`src/rtl/cpu_pkg.sv`:
```
`default_nettype none
// ============================================================================
// cpu_pkg : shared PC-generator types, default vectors and clog2 helper
// Revision 1.0
// ============================================================================
package cpu_pkg;

  typedef enum logic [1:0] {
    ST_BOOT   = 2'd0,
    ST_RUN    = 2'd1,
    ST_BUBBLE = 2'd2
  } pc_state_e;

  localparam logic [31:0] c_RESET_VEC = 32'h0000_0000;
  localparam logic [31:0] c_EXC_VEC   = 32'h0000_0080;

  function automatic int clog2(input int value);
    int r;
    r = 0;
    while ((1 << r) < value) r++;
    return r;
  endfunction

endpackage
`default_nettype wire

```
`src/rtl/pc_gen_unit_if.sv`:
```
`default_nettype none
// ============================================================================
// pc_gen_unit_if : redirect, RAS and fetch-handshake signals of the PC generator
// Revision 1.0
// ============================================================================
interface pc_gen_unit_if #(
  parameter int WIDTH_I = 32
);
  logic               if_ready;
  logic               stall;
  logic               exc_req;
  logic               br_taken;
  logic [WIDTH_I-1:0] br_target;
  logic               call_push;
  logic [WIDTH_I-1:0] call_ret_addr;
  logic               ret_pop;
  logic [WIDTH_I-1:0] pc_addr;
  logic               pc_valid;
  logic [WIDTH_I-1:0] pc_next;
  logic               flush;
  logic               ras_empty;
  logic               ras_full;

  // Pipeline / fetch side
  modport master (
    output if_ready, stall, exc_req, br_taken, br_target,
           call_push, call_ret_addr, ret_pop,
    input  pc_addr, pc_valid, pc_next, flush, ras_empty, ras_full
  );

  // PC generator side
  modport slave (
    input  if_ready, stall, exc_req, br_taken, br_target,
           call_push, call_ret_addr, ret_pop,
    output pc_addr, pc_valid, pc_next, flush, ras_empty, ras_full
  );
endinterface
`default_nettype wire

```
`src/rtl/pc_gen_unit_ras.sv`:
```
`default_nettype none
// ============================================================================
// pc_ras : circular return-address stack, oldest entry overwritten when full
// Revision 1.0
// ============================================================================
module pc_ras
  import cpu_pkg::*;
#(
  parameter int WIDTH_I = 32,
  parameter int DEPTH   = 4
) (
  input  logic               clk,
  input  logic               rst_n,
  input  logic               clear,
  input  logic               push,
  input  logic               pop,
  input  logic [WIDTH_I-1:0] push_data,
  output logic [WIDTH_I-1:0] top_data,
  output logic               empty,
  output logic               full
);

  localparam int c_PTR_W = clog2(DEPTH);
  localparam int c_CNT_W = c_PTR_W + 1;
  localparam logic [c_CNT_W-1:0] c_DEPTH_CNT = c_CNT_W'(DEPTH);

  logic [WIDTH_I-1:0] r_mem [DEPTH];
  logic [c_PTR_W-1:0] r_top;
  logic [c_CNT_W-1:0] r_count;
  logic [c_PTR_W-1:0] w_top_inc;
  logic [c_PTR_W-1:0] w_top_dec;

  assign w_top_inc = r_top + c_PTR_W'(1);
  assign w_top_dec = r_top - c_PTR_W'(1);
  assign top_data  = r_mem[r_top];
  assign empty     = (r_count == '0);
  assign full      = (r_count == c_DEPTH_CNT);

  always_ff @(posedge clk or negedge rst_n) begin
    if (!rst_n) begin
      r_top   <= '0;
      r_count <= '0;
      for (int i = 0; i < DEPTH; i++) r_mem[i] <= '0;
    end else if (clear) begin
      r_top   <= '0;
      r_count <= '0;
      for (int i = 0; i < DEPTH; i++) r_mem[i] <= '0;
    end else if (push && pop) begin
      // Return consumes the top while the call refills it: depth unchanged
      r_mem[r_top] <= push_data;
    end else if (push) begin
      r_mem[w_top_inc] <= push_data;
      r_top            <= w_top_inc;
      if (!full) r_count <= r_count + c_CNT_W'(1);
    end else if (pop && !empty) begin
      r_top   <= w_top_dec;
      r_count <= r_count - c_CNT_W'(1);
    end
  end

endmodule
`default_nettype wire

```
`src/rtl/pc_gen_unit.sv`:
```
`default_nettype none
// ============================================================================
// pc_gen_unit : IF-stage program counter with prioritised redirects and RAS
// Revision 1.0
// ============================================================================
module pc_gen_unit
  import cpu_pkg::*;
#(
  parameter int                 WIDTH_I   = 32,
  parameter int                 PC_STEP   = 4,
  parameter logic [WIDTH_I-1:0] RESET_VEC = WIDTH_I'(c_RESET_VEC),
  parameter logic [WIDTH_I-1:0] EXC_VEC   = WIDTH_I'(c_EXC_VEC),
  parameter int                 RAS_DEPTH = 4
) (
  input  logic          clk,
  input  logic          rst_n,
  pc_gen_unit_if.slave  bus
);

  localparam logic [WIDTH_I-1:0] c_STEP       = WIDTH_I'(PC_STEP);
  localparam logic [WIDTH_I-1:0] c_ALIGN_MASK = ~(c_STEP - WIDTH_I'(1));

  pc_state_e          r_state;
  pc_state_e          w_state_nxt;
  logic [WIDTH_I-1:0] r_pc;
  logic               r_flush;

  logic               w_ras_empty;
  logic               w_ras_full;
  logic [WIDTH_I-1:0] w_ras_top;

  logic               w_take_exc;
  logic               w_take_br;
  logic               w_take_ret;
  logic               w_redirect;
  logic [WIDTH_I-1:0] w_target;
  logic [WIDTH_I-1:0] w_pc_next;
  logic               w_advance;

  assign w_pc_next  = r_pc + c_STEP;

  // Fixed priority: exception > branch > return (only when a return address exists)
  assign w_take_exc = bus.exc_req;
  assign w_take_br  = !bus.exc_req && bus.br_taken;
  assign w_take_ret = !bus.exc_req && !bus.br_taken && bus.ret_pop && !w_ras_empty;
  assign w_redirect = w_take_exc || w_take_br || w_take_ret;

  always_comb begin
    w_target = w_ras_top;
    if (w_take_exc)     w_target = EXC_VEC;
    else if (w_take_br) w_target = bus.br_target;
    w_target = w_target & c_ALIGN_MASK;
  end

  assign w_advance = (r_state == ST_RUN) && bus.if_ready && !bus.stall;

  always_comb begin
    w_state_nxt = r_state;
    if (w_redirect) begin
      w_state_nxt = ST_BUBBLE;
    end else begin
      case (r_state)
        ST_BOOT:   w_state_nxt = ST_RUN;
        ST_BUBBLE: w_state_nxt = ST_RUN;
        ST_RUN:    w_state_nxt = ST_RUN;
        default:   w_state_nxt = ST_BOOT;
      endcase
    end
  end

  always_ff @(posedge clk or negedge rst_n) begin
    if (!rst_n) begin
      r_state <= ST_BOOT;
      r_pc    <= RESET_VEC;
      r_flush <= 1'b0;
    end else begin
      r_state <= w_state_nxt;
      r_flush <= w_redirect;
      if (w_redirect)     r_pc <= w_target;
      else if (w_advance) r_pc <= w_pc_next;
    end
  end

  pc_ras #(
    .WIDTH_I (WIDTH_I),
    .DEPTH   (RAS_DEPTH)
  ) u_ras (
    .clk       (clk),
    .rst_n     (rst_n),
    .clear     (w_take_exc),
    .push      (bus.call_push && !w_take_exc),
    .pop       (w_take_ret),
    .push_data (bus.call_ret_addr),
    .top_data  (w_ras_top),
    .empty     (w_ras_empty),
    .full      (w_ras_full)
  );

  assign bus.pc_addr   = r_pc;
  assign bus.pc_valid  = (r_state == ST_RUN);
  assign bus.pc_next   = w_pc_next;
  assign bus.flush     = r_flush;
  assign bus.ras_empty = w_ras_empty;
  assign bus.ras_full  = w_ras_full;

endmodule
`default_nettype wire

```
`src/flat_wrapper.sv`:
```
// flat-port wrapper written by rule: the top's interface ports become plain ports
module pc_gen_unit_flat import cpu_pkg::*;
#(
  parameter int                 WIDTH_I   = 32,
  parameter int                 PC_STEP   = 4,
  parameter logic [WIDTH_I-1:0] RESET_VEC = WIDTH_I'(c_RESET_VEC),
  parameter logic [WIDTH_I-1:0] EXC_VEC   = WIDTH_I'(c_EXC_VEC),
  parameter int                 RAS_DEPTH = 4
)
  (clk, rst_n, bus_if_ready, bus_stall, bus_exc_req, bus_br_taken, bus_br_target, bus_call_push, bus_call_ret_addr, bus_ret_pop, bus_pc_addr, bus_pc_valid, bus_pc_next, bus_flush, bus_ras_empty, bus_ras_full);
  pc_gen_unit_if #(.WIDTH_I(WIDTH_I)) bus_i ();
  input  logic clk;
  input  logic rst_n;
  input wire logic [$bits(bus_i.if_ready)-1:0] bus_if_ready;
  input wire logic [$bits(bus_i.stall)-1:0] bus_stall;
  input wire logic [$bits(bus_i.exc_req)-1:0] bus_exc_req;
  input wire logic [$bits(bus_i.br_taken)-1:0] bus_br_taken;
  input wire logic [$bits(bus_i.br_target)-1:0] bus_br_target;
  input wire logic [$bits(bus_i.call_push)-1:0] bus_call_push;
  input wire logic [$bits(bus_i.call_ret_addr)-1:0] bus_call_ret_addr;
  input wire logic [$bits(bus_i.ret_pop)-1:0] bus_ret_pop;
  output wire logic [$bits(bus_i.pc_addr)-1:0] bus_pc_addr;
  output wire logic [$bits(bus_i.pc_valid)-1:0] bus_pc_valid;
  output wire logic [$bits(bus_i.pc_next)-1:0] bus_pc_next;
  output wire logic [$bits(bus_i.flush)-1:0] bus_flush;
  output wire logic [$bits(bus_i.ras_empty)-1:0] bus_ras_empty;
  output wire logic [$bits(bus_i.ras_full)-1:0] bus_ras_full;
  assign bus_i.if_ready = bus_if_ready;
  assign bus_i.stall = bus_stall;
  assign bus_i.exc_req = bus_exc_req;
  assign bus_i.br_taken = bus_br_taken;
  assign bus_i.br_target = bus_br_target;
  assign bus_i.call_push = bus_call_push;
  assign bus_i.call_ret_addr = bus_call_ret_addr;
  assign bus_i.ret_pop = bus_ret_pop;
  assign bus_pc_addr = bus_i.pc_addr;
  assign bus_pc_valid = bus_i.pc_valid;
  assign bus_pc_next = bus_i.pc_next;
  assign bus_flush = bus_i.flush;
  assign bus_ras_empty = bus_i.ras_empty;
  assign bus_ras_full = bus_i.ras_full;
  pc_gen_unit #(.WIDTH_I(WIDTH_I), .PC_STEP(PC_STEP), .RESET_VEC(RESET_VEC), .EXC_VEC(EXC_VEC), .RAS_DEPTH(RAS_DEPTH)) u_core (.clk(clk), .rst_n(rst_n), .bus(bus_i));
endmodule
```
`config.mk`:
```
export PLATFORM = sky130hd
export DESIGN_NAME = pc_gen_unit_flat
export DESIGN_NICKNAME = d
export VERILOG_FILES = /design/src/rtl/cpu_pkg.sv /design/src/rtl/pc_gen_unit_if.sv /design/src/rtl/pc_gen_unit_ras.sv /design/src/rtl/pc_gen_unit.sv /design/src/flat_wrapper.sv
export SDC_FILE = /design/constraint.sdc
export NUM_CORES = 1
export LEC_CHECK = 0
export CAP_MARGIN = 20
export CORE_MARGIN = 10
export CORE_UTILIZATION = 57
export CTS_BUF_LIST = sky130_fd_sc_hd__clkbuf_8
export CTS_CLUSTER_SIZE = 30
export DETAILED_ROUTE_END_ITERATION = 7
export GPL_TIMING_DRIVEN = 0
export PLACE_DENSITY = 0.84
export SETUP_SLACK_MARGIN = 0.5
export SLEW_MARGIN = 20
export SYNTH_ARGS = -nofsm -noshare
export SYNTH_HDL_FRONTEND = slang
export SYNTH_HIERARCHICAL = 1
export SYNTH_SLANG_ARGS = --single-unit
```
`constraint.sdc`:
```
create_clock -name clk -period 2.9 [get_ports clk]
set_input_delay 0.58 -clock clk [delete_from_list [all_inputs] [get_ports clk]]
set_output_delay 0.58 -clock clk [all_outputs]
set_load 0.02 [all_outputs]
```
Word-level counts from Yosys, hierarchy flattened
Cells that the tools add are included.
{"block": "op_classes", "addsub": 5, "magnitude_cmp": 4, "n_eq_ne": 5, "n_mux": 27, "bitwise_logic": 2, "reduce_logical": 25}
{"operator": "$mux W128", "n": 3}
{"operator": "$bwmux W128", "n": 2}
{"operator": "$mux W32", "n": 8}
{"operator": "$demux W32 S2", "n": 2}
{"operator": "$bmux W32 S2", "n": 1}
{"operator": "$add A32 B3 Y32 const B", "n": 1}
{"operator": "$mux W3", "n": 5}
{"operator": "$logic_and A1 B1 Y1", "n": 11}
{"operator": "$mux W2", "n": 5}
{"operator": "$ge A3 B3 Y1 const B", "n": 2}
{"operator": "$lt A3 B1 Y1 const B", "n": 2}
{"operator": "$not A2 Y3", "n": 2}
{"operator": "$reduce_bool A3 Y1", "n": 2}
{"operator": "$logic_not A1 Y1", "n": 4}
{"operator": "$add A3 B1 Y3 const B", "n": 1}
{"operator": "$eq A3 B3 Y1 const B", "n": 1}
{"operator": "$logic_not A3 Y1", "n": 1}
{"operator": "$ne A3 B3 Y1 const B", "n": 1}
{"operator": "$reduce_and A3 Y1", "n": 1}
{"operator": "$reduce_or A3 Y1", "n": 1}
{"operator": "$sub A3 B1 Y3 const B", "n": 1}
{"operator": "$add A2 B1 Y2 const B", "n": 1}
{"operator": "$eq A2 B1 Y1 const B", "n": 1}
{"operator": "$eq A2 B2 Y1 const B", "n": 1}
{"operator": "other kinds (7)", "n": 8}
{"block": "totals", "register_bits": 168, "input_bits": 72, "out_inout_bits": 68, "word_cells": 77}

Longest topological paths before layout
{"block": "logic_depth", "depth_word": 10, "depth_mapped": 10}

By module
The synthesis kept the hierarchy.
{"mod": "pc_ras", "n_inst": 1, "cells_per_inst": 673, "area_per_inst_um2": 6896.6}
{"mod": "pc_gen_unit", "n_inst": 1, "cells_per_inst": 294, "area_per_inst_um2": 2605.0}

Worst setup path after synthesis
Ideal clock, no wire load.
{"block": "synth_timing", "path_type": "reg-to-output", "startpoint": "reg u_core.r_pc[2] (netlist: u_core/bus.pc_addr[2])", "endpoint": "out bus_pc_next[26]", "arrival_time_ns": 2.283, "t_required_ns": 2.320, "setup_slack_ns": 0.037, "path_stages_with_launch": 8, "path_cell_list": "dfrtp_1 -> ha_1 -> nand3_1 -> or4_1 -> buf_6 -> nor3_2 -> nand4_1 -> xnor2_1"}
{"block": "synth_via", "elab_chain_len": 1}
{"element": "start: declaration", "line_no": "pc_gen_unit.sv:25", "text": "logic [WIDTH_I-1:0] r_pc;"}
{"element": "start signal: assignment", "line_no": "pc_gen_unit.sv:79", "text": "if (w_redirect) r_pc <= w_target;"}
{"element": "start signal: assignment", "line_no": "pc_gen_unit.sv:80", "text": "else if (w_advance) r_pc <= w_pc_next;"}
{"element": "$add A32 B3 Y32", "line_no": "pc_gen_unit.sv:40", "text": "assign w_pc_next = r_pc + c_STEP;"}
{"element": "end: declaration", "line_no": "flat_wrapper.sv:24", "text": "output wire logic [$bits(bus_i.pc_next)-1:0] bus_pc_next;"}
Every way passes these cells.

Worst setup path in the final report
{"block": "layout_timing", "startpoint": "reg u_core.r_pc[12] (netlist: u_core/bus.pc_addr[12])", "endpoint": "out bus_pc_next[30]"}
The elaborated chain is that of the path after synthesis.

==> metrics <==
status complete, but fails checks; failing checks negative setup slack; Peak VDD IR 307 uV; Yosys warning total 6; total of max-cap violations 0; Tmin final around 3 ns; Gate Count Post-Synth between 900 and 1000; Clock Latency Late Sink 0.46 ns; Critical Path Start Type register; Num CTS Buffers 17; # setup viols final 10; nets@finish about 1200; CTS tree done; DIE HEIGHT ~150 um; IO Pins 140; CP max FO 6; Routed Antenna Nets 0; Seq. cell area 3950 um^2; first-pass GRT wire length 48.7 mm; dpl hpwl between 20 and 25 mm; area of the multi-input gates roughly 5000 um^2; wire per inst about 25 um; core area between 15000 and 20000 um^2; kind of critical path register to output pin; Hold Crit Class input port to asynchronous set/reset pin; RSZ-0062 raised after global routing yes; TritonCTS Sinks between 150 and 200; Initial Util between 50% and 60%; DIE AREA roughly 21000 um^2; GP Congestion 0.936; number of I/O port buffers 130; initial antenna violation count 0; worst setup margin -0.171 ns; largest net degree at the start of global routing 88; CP Data Required Time 2.32 ns; share of layout cells above drive strength 1 28.2%; Syn Area/Cell ~9.8 um^2; Pwr Density between 400 and 500 nW/um^2; Leak 5.02 nW; drt pass-1 iters 6; DRT iter0 DRCs ~1400; Die W 147 um; via count ~9200; routed vias/inst 6.69; DP Cell Count 1283; fmax between 300 and 400 MHz; hold buffer count at CTS 0; CTS root buf clkbuf_8; Site Rows 46; DRC Markers 0; Final period util 106%; # fillers around 1000; number of global-route vias before repair 8959; crit path DAT between 2 and 2.5 ns; Cell Area, Synth 9140 um^2; Slew @ Worst Pin roughly 0.80 ns; ant diodes 0; grt ovf 0; clk slew on worst S/H paths ~0.09 ns; Setup crit end kind output pin; Final Hold Fails 0; Clock Skew about 0.013 ns; Total Routed Length approximately 34 mm; Non-Filler Instances 1380; All-Layer GR Usage ~28%; Clock Path Buffers 2; setup_tns -0.722 ns; # H-tree levels 4; Slew HR between 40 and 50%; count of pins over their slew limit 0; Layout area overhead 32.5%
[worst paths after layout]
kind / from / end / slack, ns / depth (start not counted)
setup / recovery: u_core/bus.pc_addr[12] / bus_pc_next[30] / -0.17 / 8
max in group asynchronous: rst_n / u_core/bus.pc_addr[26] / 1.98 / 2
hold reg to reg: u_core/u_ras/r_mem[57] / u_core/u_ras/r_mem[57] / 0.53 / 2
min in group clk: u_core/u_ras/r_mem[57] / u_core/u_ras/r_mem[57] / 0.53 / 2
hold / removal: rst_n / u_core/u_ras/r_mem[68] / 0.07 / 1
setup reg to reg: u_core/bus.pc_addr[12] / u_core/bus.pc_addr[24] / 0.43 / 10
[metal layers]
layer / up-vias / part of all wire, % / GRT usage (%)
li1: 3840 / - / -
met1: 4441 / 35 / 32.4
met2: 774 / 48 / 46.5
met3: 172 / 12 / 8.31
met4: 0 / 5.0 / 13.8
met5: - / 0 / 0
[flip-flops by register name, summed over array words and instances (netlist names)]
register              count
u_core/u_ras/r_count      3
u_core/u_ras/r_top        2
u_core/bus.pc_addr       30
u_core/r_state            1
u_core/u_ras/r_mem      120
u_core/bus.flush          1
[critical path, stage by stage, from the launching register on]
cell and delay (ns):
dfrtp_2 0.40, buf_6 0.15, nand4_4 0.11, or4_4 0.51
buf_8 0.14, buf_6 0.12, nor4_4 0.25, xor2_2 0.21
buf_6 0.14
[final cells by class]
class / instances / share of cell area [%]
Clock inverter: 15 / 0.899
Inverter: 7 / 0.217
Tap cell: 216 / 2.23
Clock buffer: 17 / 1.93
Sequential cell: 157 / 32.6
Buffer: 107 / 5.50
Multi-Input combinational cell: 665 / 41.5
Timing Repair Buffer: 196 / 15.1
[report_power, final]
| group | leakage, nW | internal (W) | switching [W] |
|---|---|---|---|
| sequential | 2.14 | 0.00227 | 0.0000791 |
| combinational | 2.70 | 0.000517 | 0.000756 |
| clock | 0.182 | 0.000658 | 0.000831 |
| total | 5.02 | 0.00344 | 0.00167 |
[repair_timing]
| action | 4_1_cts | 5_1_grt |
|---|---|---|
| cloned | 0 | 2 |
| setup endpoints to repair | 163 | 162 |
| buffers inserted | 29 | 34 |
| pin swaps | 20 | 30 |
| gates resized for setup | 194 | 68 |
[layout by cell type (no fill, tap or decap), types with 7 or more instances in the layout]
cell type and instances:
xnor2_2 8, mux2i_1 20, nand2_1 25, buf_6 31, nor2_1 10, buf_4 76, xor2_1 24, o21ai_2 16
a21oi_1 123, clkbuf_2 7, nand4_1 14, dfrtp_2 15, mux4_2 30, clkdlybuf4s50_1 96, clkbuf_1 37, clkbuf_8 19
inv_1 10, o21ai_1 21, xnor2_1 22, o22ai_1 29, mux2_2 15, nand3_1 128, buf_2 33, dfrtp_1 142
o21ai_0 85
[stage by stage]
step	power (W)	hold slack (ns)	util, %	setup WS [ns]	cell area (um^2)
final	0.00511	0.0673	76.7	-0.171	12100
after detailed placement	0.00350	0.477	68.9	-0.250	10900
after CTS	0.00497	0.0967	73.5	-0.133	11600
after global routing	0.00526	0.102	76.7	-0.249	12100
after global placement	0.00348	0.468	68.7	-5.78	10800
after floorplan	0.00300	0.284	-	0.361	9270
Note: power is estimated with default switching activity, not from simulation.
==> RTL change (config.mk and constraints unchanged) <==
Make the reset (`rst_n`) synchronous in 2 clocked blocks.
--- a/src/rtl/pc_gen_unit_ras.sv
+++ b/src/rtl/pc_gen_unit_ras.sv
@@ -36,7 +36,7 @@
   assign empty     = (r_count == '0);
   assign full      = (r_count == c_DEPTH_CNT);
 
-  always_ff @(posedge clk or negedge rst_n) begin
+  always_ff @(posedge clk) begin
     if (!rst_n) begin
       r_top   <= '0;
       r_count <= '0;
--- a/src/rtl/pc_gen_unit.sv
+++ b/src/rtl/pc_gen_unit.sv
@@ -68,7 +68,7 @@
     end
   end
 
-  always_ff @(posedge clk or negedge rst_n) begin
+  always_ff @(posedge clk) begin
     if (!rst_n) begin
       r_state <= ST_BOOT;
       r_pc    <= RESET_VEC;
Check against the original RTL: differs if rst_n is asserted again (counterexample within 4 cycles, from zero or initial values and one cycle with rst_n low); with rst_n held inactive, the same outputs for 4 cycles.
==> RTL change against the unedited design <==
Non-clock buffer count decreased by 46; wire length decreased by 24%; die area decreased by 9.6%; synthesized area decreased by 11%; power decreased by 6.7%; synthesized cell count decreased by 30%; cell area decreased by 5.2%; count of clock-buffer cells in the layout unchanged; utilization increased by 5.6 points; setup slack improved by 210 ps; combinational power decreased by 47%; fmax increased by 7.5%; via count decreased by 28%; sequential cell count increased by 2; largest cell class is now registers; highest routed layer unchanged.
==> RTL change: results (changes against the unedited design) <==
clkTransAtPathRegs_ps: 80
met2_usage_pct: 39.4  # -7.1 points
fin_cells: 1085  # -21%
num-multi-input-gates: 449  # -32%
drive_gt1_share_pct: 34.7  # +6.5 points
grtUsageTotal_pct: 23.3  # -4.7 points
core_area_um2: 13900  # -12%
finClkSkew_ps: 9.84  # -3.45 ps
clockBufferDepth: 2  # unchanged
peakVddDrop_uv: 293  # -4.5%
p_switching_mw: 1.24  # -26%
buf_share_pct: 20.7  # +0.12 points
antenna_found_initial: 0  # unchanged
grt_max_degree: 20  # -77%
first_pass_iters: 7  # +1
crit_fanout: 7  # +1
largest-register: "u_core/u_ras/r_mem"
crit_arrival_ps: 2280  # -210 ps
seq_cell_count: 159  # +1.3%
cts_setup_buffers: 38  # +31%
clock_latency_ps: 450
multi_input_area_share_pct: 35.2  # -6.3 points
hpwl_um: 14700  # -30%
critPathTopFamily: "simple AND/OR/NAND/NOR gates"
ctsResizeCount: 178  # -8.2%
drt-initial-drc-count: 824  # -39%
powerSeq_mw: 2.61  # +12%
syn_inst: 652  # -30%
min_path_type: "register to register"
grt_first_pass_wirelength_um: 35800  # -26%
status: "finished clean"
use_met3_pct: 6.91  # -1.4 points
diodes: 0  # unchanged
setup_viol: 0  # -10
n_all_inverters: 8  # +1
place_area_um2: 9870  # -9.2%
tightestPinTransition_ps: 919  # +115 ps
power_density_nw_per_um2: 416  # -1.5%
pre_cts_slack_ps: -440  # -190 ps
fill_cells: 679  # -32%
wl_met2_um: 13400  # -19%
wl_met1_um: 9380  # -21%
routabilityCongestion: 0.900  # -3.8%
routed_via_density: 6.12  # -8.4%
clk_share_pct: 3.11  # +0.28 points
wirelength_um: 26000  # -24%
p_leak_nw: 4.58  # -8.9%
finalNetCount: 966  # -21%
slowest_stage: "dfxtp_2"
met1_usage_pct: 26.9  # -5.5 points
first_global_vias: 6505  # -27%
wl_met3_um: 2440  # -40%
max_stage_delay_ps: 350  # -160 ps
switching_share_pct: 25.9  # -6.7 points
buffers_excl_clock: 257  # -15%
seqAreaFraction_pct: 38.7  # +6.1 points
RTL change: changes by cell type in the layout (fill, tap and decap cells not counted), sizes merged, moves of 20 or more:
cell,delta
nand3,-114
o22ai,-29
and2,+121
a21oi,-97
edfxtp,+120
buf,-25
clkbuf,-25
dfxtp,+39
o21ai,-109
dfrtp,-157
mux2i,-20
RTL change: worst paths after layout:
| kind | from | cells past startpoint | slack, ps | to |
|---|---|---|---|---|
| worst min register to register | u_core/r_state[0]$_SDFF_PP0_ | 1 | 510 | u_core/r_state[0]$_SDFF_PP0_ |
| worst max-delay path | u_core/bus.pc_addr[6]$_SDFFE_PN0P_ | 8 | 40 | bus_pc_next[29] |
| worst max register to register | u_core/u_ras/r_count[2]$_SDFFE_PP0P_ | 10 | 410 | u_core/u_ras/r_mem[0][29]$_SDFFCE_PN0P_ |
| worst min-delay path | u_core/r_state[0]$_SDFF_PP0_ | 1 | 510 | u_core/r_state[0]$_SDFF_PP0_ |
